===== config.mk =====
export PLATFORM = sky130hd
export DESIGN_NAME = data_demux_32_w_shadow
export DESIGN_NICKNAME = d
export VERILOG_FILES = /design/src/rtl/data_demux_32_w_shadow.sv
export SDC_FILE = /design/constraint.sdc
export NUM_CORES = 2
export LEC_CHECK = 0
export CELL_PAD_IN_SITES_DETAIL_PLACEMENT = 1
export CELL_PAD_IN_SITES_GLOBAL_PLACEMENT = 1
export CORE_ASPECT_RATIO = 0.9
export CORE_MARGIN = 2
export CORE_UTILIZATION = 39
export DETAILED_ROUTE_END_ITERATION = 7
export HOLD_SLACK_MARGIN = 0.03
export PLACE_DENSITY = 0.8
export SETUP_SLACK_MARGIN = 0.5
export SYNTH_ARGS = -nofsm -noshare
export SYNTH_HDL_FRONTEND = slang
export SYNTH_SLANG_ARGS = --single-unit

===== constraint.sdc =====
create_clock -name clk -period 2.97 [get_ports clk]
set_clock_uncertainty 0.1 [all_clocks]
set_input_delay 0.7425 -clock clk [delete_from_list [all_inputs] [get_ports clk]]
set_output_delay 0.7425 -clock clk [all_outputs]
set_load 0.05 [all_outputs]

===== src/rtl/data_demux_32_w_shadow.sv =====
// 32-way write demultiplexer into a shadow bank, with an atomic commit that
// copies every shadow word to its output register on the same edge.
module data_demux_32_w_shadow #(
  parameter int DATA_W = 16
) (
  input  logic              clk,
  input  logic              reset,
  input  logic              data_lock,
  input  logic [7:0]        selector,
  input  logic [DATA_W-1:0] data_in,
  input  logic              commit,
  output logic [DATA_W-1:0] data_0,
  output logic [DATA_W-1:0] data_1,
  output logic [DATA_W-1:0] data_2,
  output logic [DATA_W-1:0] data_3,
  output logic [DATA_W-1:0] data_4,
  output logic [DATA_W-1:0] data_5,
  output logic [DATA_W-1:0] data_6,
  output logic [DATA_W-1:0] data_7,
  output logic [DATA_W-1:0] data_8,
  output logic [DATA_W-1:0] data_9,
  output logic [DATA_W-1:0] data_10,
  output logic [DATA_W-1:0] data_11,
  output logic [DATA_W-1:0] data_12,
  output logic [DATA_W-1:0] data_13,
  output logic [DATA_W-1:0] data_14,
  output logic [DATA_W-1:0] data_15,
  output logic [DATA_W-1:0] data_16,
  output logic [DATA_W-1:0] data_17,
  output logic [DATA_W-1:0] data_18,
  output logic [DATA_W-1:0] data_19,
  output logic [DATA_W-1:0] data_20,
  output logic [DATA_W-1:0] data_21,
  output logic [DATA_W-1:0] data_22,
  output logic [DATA_W-1:0] data_23,
  output logic [DATA_W-1:0] data_24,
  output logic [DATA_W-1:0] data_25,
  output logic [DATA_W-1:0] data_26,
  output logic [DATA_W-1:0] data_27,
  output logic [DATA_W-1:0] data_28,
  output logic [DATA_W-1:0] data_29,
  output logic [DATA_W-1:0] data_30,
  output logic [DATA_W-1:0] data_31,
  output logic              wr_ack,
  output logic              addr_err,
  output logic              commit_ack,
  output logic              dirty,
  output logic [15:0]       wr_count
);

  logic                          lock_d;
  logic                          commit_d;
  logic [31:0][DATA_W-1:0]       shadow_reg;
  logic [31:0][DATA_W-1:0]       out_reg;
  logic                          wr_ack_reg;
  logic                          addr_err_reg;
  logic                          commit_ack_reg;
  logic                          dirty_reg;
  logic [15:0]                   wr_count_reg;

  logic write_ev;
  logic commit_ev;
  logic addr_ok;
  logic wr_accept;

  assign write_ev  = data_lock & ~lock_d & ~reset;
  assign commit_ev = commit & ~commit_d & ~reset;
  assign addr_ok   = (selector[7:5] == 3'd0);
  assign wr_accept = write_ev & addr_ok;

  // Edge detectors keep tracking during reset so a strobe held across
  // reset release is not seen as a fresh event.
  always_ff @(posedge clk) begin
    lock_d   <= data_lock;
    commit_d <= commit;
  end

  // Commit reads the pre-write shadow value when both events share an edge.
  always_ff @(posedge clk) begin
    if (reset) begin
      shadow_reg     <= '0;
      out_reg        <= '0;
      wr_ack_reg     <= 1'b0;
      addr_err_reg   <= 1'b0;
      commit_ack_reg <= 1'b0;
      dirty_reg      <= 1'b0;
      wr_count_reg   <= 16'd0;
    end else begin
      wr_ack_reg     <= wr_accept;
      addr_err_reg   <= write_ev & ~addr_ok;
      commit_ack_reg <= commit_ev;
      if (commit_ev)
        out_reg <= shadow_reg;
      for (int i = 0; i < 32; i++) begin
        if (wr_accept && (selector[4:0] == 5'(i)))
          shadow_reg[i] <= data_in;
      end
      if (wr_accept) begin
        dirty_reg    <= 1'b1;
        wr_count_reg <= wr_count_reg + 16'd1;
      end else if (commit_ev) begin
        dirty_reg <= 1'b0;
      end
    end
  end

  assign wr_ack     = wr_ack_reg;
  assign addr_err   = addr_err_reg;
  assign commit_ack = commit_ack_reg;
  assign dirty      = dirty_reg;
  assign wr_count   = wr_count_reg;

  assign data_0  = out_reg[0];
  assign data_1  = out_reg[1];
  assign data_2  = out_reg[2];
  assign data_3  = out_reg[3];
  assign data_4  = out_reg[4];
  assign data_5  = out_reg[5];
  assign data_6  = out_reg[6];
  assign data_7  = out_reg[7];
  assign data_8  = out_reg[8];
  assign data_9  = out_reg[9];
  assign data_10 = out_reg[10];
  assign data_11 = out_reg[11];
  assign data_12 = out_reg[12];
  assign data_13 = out_reg[13];
  assign data_14 = out_reg[14];
  assign data_15 = out_reg[15];
  assign data_16 = out_reg[16];
  assign data_17 = out_reg[17];
  assign data_18 = out_reg[18];
  assign data_19 = out_reg[19];
  assign data_20 = out_reg[20];
  assign data_21 = out_reg[21];
  assign data_22 = out_reg[22];
  assign data_23 = out_reg[23];
  assign data_24 = out_reg[24];
  assign data_25 = out_reg[25];
  assign data_26 = out_reg[26];
  assign data_27 = out_reg[27];
  assign data_28 = out_reg[28];
  assign data_29 = out_reg[29];
  assign data_30 = out_reg[30];
  assign data_31 = out_reg[31];

endmodule


; Word level (Yosys, flattened, before mapping)
; Index checks and enable logic that the tools add are counted.
[op_classes]
addsub = 1
eq_ne = 31
n_mux = 2
bitwise_logic = 10
n_reduce_logical = 35
[op_table]
columns = operator, count
row1 = $eq 5x5->1 const B, 16
row2 = $eq 5x4->1 const B, 8
row3 = $logic_and 1x1->1, 32
row4 = $eq 5x3->1 const B, 4
row5 = $add 16x1->16 const B, 1
row6 = $eq 5x2->1 const B, 2
row7 = $and 1x1->1, 6
row8 = $eq 5x1->1 const B, 1
row9 = $logic_not 5->1, 1
row10 = $not 1->1, 4
row11 = $logic_not 3->1, 1
row12 = $mux 1, 2
row13 = $reduce_bool 2->1, 1
[word_totals]
register_bits = 1046
in_bits = 28

; Depth between registers and ports, before layout
[depth]
ltp_word = 5
mapped_depth = 8

; Worst setup path before layout
; Ideal clock, no wire load.
[synth_path]
kind = input -> register
startpoint = in selector[6]
endpoint = reg shadow_reg[229] in the netlist's numbering
t_arrival_ps = 2355
t_required_ps = 2801
path_slack_ps = 447
cell_stages = 8
path_buffers = 4
path_cell_list = buf_2 -> or3_1 -> buf_6 -> buf_6 -> nor4_4 -> buf_6 -> nand2_1 -> a21oi_2
[synth_via]
elab_chain_len = 3
[synth_rtl]
columns = item, line
row1 = "start, declared", 9  ; input logic [7:0] selector,
row2 = $logic_not 3->1, 68  ; assign addr_ok = (selector[7:5] == 3'd0);
row3 = $and 1x1->1, 69  ; assign wr_accept = write_ev & addr_ok;
row4 = $logic_and 1x1->1, 95  ; if (wr_accept && (selector[4:0] == 5'(i)))
row5 = "end signal, assigned by index", 96  ; shadow_reg[i] <= data_in;
row6 = "end, declared", 53  ; logic [31:0][DATA_W-1:0] shadow_reg;
; Every way passes these cells.
; A chain may end at the register's enable or synchronous reset.

; Final worst setup path
[layout_path]
startpoint = reg out_reg, in the netlist data_5[4]
endpoint = out data_5[4]
[layout_rtl]
columns = item, line
row1 = "start, declared", 54  ; logic [31:0][DATA_W-1:0] out_reg;
row2 = "start signal, assigned", 93  ; out_reg <= shadow_reg;
row3 = "end, declared", 17  ; output logic [DATA_W-1:0] data_5,
; No word-level cell between the ends.

==> results.ini <==
[placement]
dp.cells = 6261
io_buffer_count = 559
placement.setup.worst_slack_ns = -0.0630
place_area_mm2 = 0.0448
dp.final_hpwl_um = 87500
gpl.final_weighted_congestion = 0.794

[clock_tree]
cts.sink_count = 1046
cts_root_buffer = sky130_fd_sc_hd__clkbuf_16
ctsResizeCount = 766
tritoncts_clock_tree = yes
clockBufferDepth = 3
ctsHoldBuffers = 0
post_cts_buffers = 0
clock_tree.htree_level_count = 3
clk_pin_slew_worst_paths_ns = 0.06
cts_buffers = 104
clk-insertion-delay-late_ns = 0.68

[min_path]
holdCritPathClass = input port to flip-flop

[die]
rows = 106
fp.dieH_um = 296
die_width_um = 328
die_area_mm2 = 0.0969
core_area_mm2 = 0.0932
initial_util_pct = 39.5
ios = 560

[worst_setup_path]
critPathKind = flip-flop to output pin
slowest_stage = sky130_fd_sc_hd__clkdlybuf4s15_1
regToRegStartpoint = lock_d
critical_path_arrival_ns = 1.60
critical_path.cell_chain = clkdlybuf4s15_1
crit_start = data_5[4]
crit-reg2reg-capture = shadow_reg[510]
crit_family = buffers and inverters
worst-path-stages = 1
critPathCapture = data_5[4]
critical-path-max-stage-delay_ns = 0.52
worstPathMaxFanout = 2
timing.reg2reg.worst_path_depth = 6
end_kind = output pin
worstPathRequired_ns = 2.13
crit_buf_inv = 1
critical_path.startpoint_type = flip-flop
regToRegSetupSlack_ns = 0.80

[sta]
final.hold.worst_slack_ns = 0.233
timing.final.ws_setup_ns = 0.531
finalMaxSlewViolations = 0
timing.final.setup_violations = 0
slew-limit-headroom_pct = 27.4
final_hold_viol_count = 0
max_clock_freq_ghz = 0.410
rsz0062_at_grt = no
finalCriticalPeriod_ns = 2.44
layout_worst_path_cycle_share_pct = 82.1
worst-slew-pin-transition_ns = 1.09

[synth]
postSynthCellCount = 4650
synth_edf_count = 0
register_bit_count_reported_by_yosys = 1046
number_of_synthesis_warnings = 0
synth_most_common_cell = sky130_fd_sc_hd__nand2_1
async_reset_ff_share_pct = 0
synth_adder_area_share_pct = 0.0340
distinct_cells_synth = 40
synth.largest_area_cell = sky130_fd_sc_hd__dfxtp_1
number_of_nets_in_the_synthesized_netlist = 4679
yosys.area.top_type_share_pct = 56.8
synth_mux_area_share_pct = 0
synth_xor_xnor_area_share_pct = 0.166
synth_simple_gate_area_share_pct = 24.2
synth.top_cells.by_count = sky130_fd_sc_hd__nand2_1 (2053), sky130_fd_sc_hd__dfxtp_1 (1046), sky130_fd_sc_hd__a21oi_1 (1007), sky130_fd_sc_hd__clkbuf_1 (299), sky130_fd_sc_hd__buf_2 (35)
synth_top_family_by_area = simple AND/OR/NAND/NOR gates
dominantRegCellSynth = sky130_fd_sc_hd__dfxtp_1
ys_seq_area_share_pct = 56.8
synth_area_per_cell_um2 = 7.92
netlist_area_mm2 = 0.0368
synth.area.top_cells = sky130_fd_sc_hd__dfxtp_1 (57%), sky130_fd_sc_hd__nand2_1 (21%), sky130_fd_sc_hd__a21oi_1 (14%)
synth_compound_area_share_pct = 14.4

[route]
route.detailed.drc = 0
antenna_violating_nets_post_route = 0
wl_met2_um = 67000
routed_via_density = 5.27
finalWirelength_um = 138000
drt_first_iter_violations = 2515
dr.pass1.iters = 6
met1Wirelength_um = 57800
vias = 34000
maxUsedRoutingLayer = met5
met3_layer_wire_length_in_the_routed_design_um = 7390
routed_wire_length_per_instance_um = 21.3

[final_layout]
layout.nets = 5154
finish.instance_area_mm2 = 0.0484
multi_input_area_mm2 = 0.0144
drive_gt1_share_pct = 11.3
syn_to_final_growth_pct = 31.5
final.fill_count = 11100
largest_reg_flops = 512
final_cell_count_no_fill = 6456
ff_latch_area_mm2 = 0.0209

[global_routing]
grt_pass1_vias = 34300
grt_max_degree = 223
grt_antenna_before_repair = 6
overflow = 0
grt_pass1_wl_um = 207000
grt_util_all_layers_pct = 27.6

[pwr]
pwr_density_cell_mw_per_mm2 = 593
total_power_uw = 28700
cellLeakagePower_uw = 0.0186
largest_vdd_supply_drop_uv = 482

[run]
max_cap_violations = 0

[status]
run_status = finished, final reports clean

-- how the worst min path moves through the flow --
stage                                 end  slack, ns       startpoint  depth (start not counted)
final                     shadow_reg[481]       0.23            reset                          2
after global routing          wr_count[0]       0.21            reset                          2
after CTS                 shadow_reg[481]       0.19            reset                          2
after detailed placement        data_1[1]       0.34   shadow_reg[17]                          2
after global placement    shadow_reg[162]       0.34  shadow_reg[162]                          2
after floorplan            shadow_reg[32]       0.33   shadow_reg[32]                          2
-- metrics by stage --
stage           TNS, ns  utilization, %
2_1_floorplan         0               -
3_3_place_gp   -0.00769            48.0
3_5_place_dp     -0.833            48.0
4_1_cts               0            51.7
5_1_grt               0            51.9
6_report              0            52.0
-- routing by layer --
| layer | track usage (%) | vias to the layer above |
|---|---|---|
| met5 | 0 | - |
| met2 | 47.2 | 900 |
| met3 | 3.99 | 254 |
| met4 | 11.3 | 2 |
| met1 | 34.9 | 16900 |
| li1 | - | 16000 |
-- worst reg2reg max path: cells and delay by family (launching register included) --
| family | cells | cell delay [ns] |
|---|---|---|
| AOI/OAI and AO/OA | 1 | 0.17 |
| buffers and inverters | 2 | 0.40 |
| DFF | 1 | 0.35 |
| and+or+nand+nor | 3 | 1.06 |
-- cell type report --
| class | instances | share of cell area [%] |
|---|---|---|
| Inverter | 2 | 0.0155 |
| Clock inverter | 36 | 0.932 |
| Timing Repair Buffer | 733 | 16.4 |
| Sequential cell | 1046 | 43.2 |
| Antenna cell | 4 | 0.0207 |
| Clock buffer | 155 | 6.47 |
| Tap cell | 1242 | 3.21 |
| Multi-Input combinational cell | 3238 | 29.7 |
-- cells by family after synthesis --
family / after synthesis
and+or+nand+nor: 2188
DFF: 1046
AOI/OAI and AO/OA: 1042
buffers and inverters: 366
xor gates and xnor gates: 7
adders and majority gates: 1
-- where the power goes --
group          internal (uW)  total (uW)  switching [uW]
Sequential             14000       14000            5.50
Combinational            216        1090             872
Clock                   7860       13600            5760
Total                  22100       28700            6630
-- cells in the final DEF, fill, tap and decap left out, types with 18 or more instances in the layout --
cell | synthesis | layout
sky130_fd_sc_hd__buf_12 | 0 | 85
sky130_fd_sc_hd__dlymetal6s2s_1 | 0 | 99
sky130_fd_sc_hd__dlygate4sd2_1 | 0 | 187
sky130_fd_sc_hd__clkdlybuf4s15_2 | 0 | 124
sky130_fd_sc_hd__clkdlybuf4s15_1 | 0 | 101
sky130_fd_sc_hd__a21oi_2 | 25 | 25
sky130_fd_sc_hd__nand4_1 | 23 | 23
sky130_fd_sc_hd__nand3_1 | 21 | 21
sky130_fd_sc_hd__dfxtp_1 | 1046 | 1046
sky130_fd_sc_hd__clkbuf_1 | 299 | 18
sky130_fd_sc_hd__clkbuf_16 | 0 | 105
sky130_fd_sc_hd__buf_4 | 15 | 89
sky130_fd_sc_hd__clkbuf_8 | 0 | 32
sky130_fd_sc_hd__a21oi_1 | 1007 | 1007
sky130_fd_sc_hd__nand2_1 | 2053 | 2045
sky130_fd_sc_hd__clkbuf_2 | 0 | 18
sky130_fd_sc_hd__clkinv_2 | 0 | 19
Power figures use the tool's default switching activity.
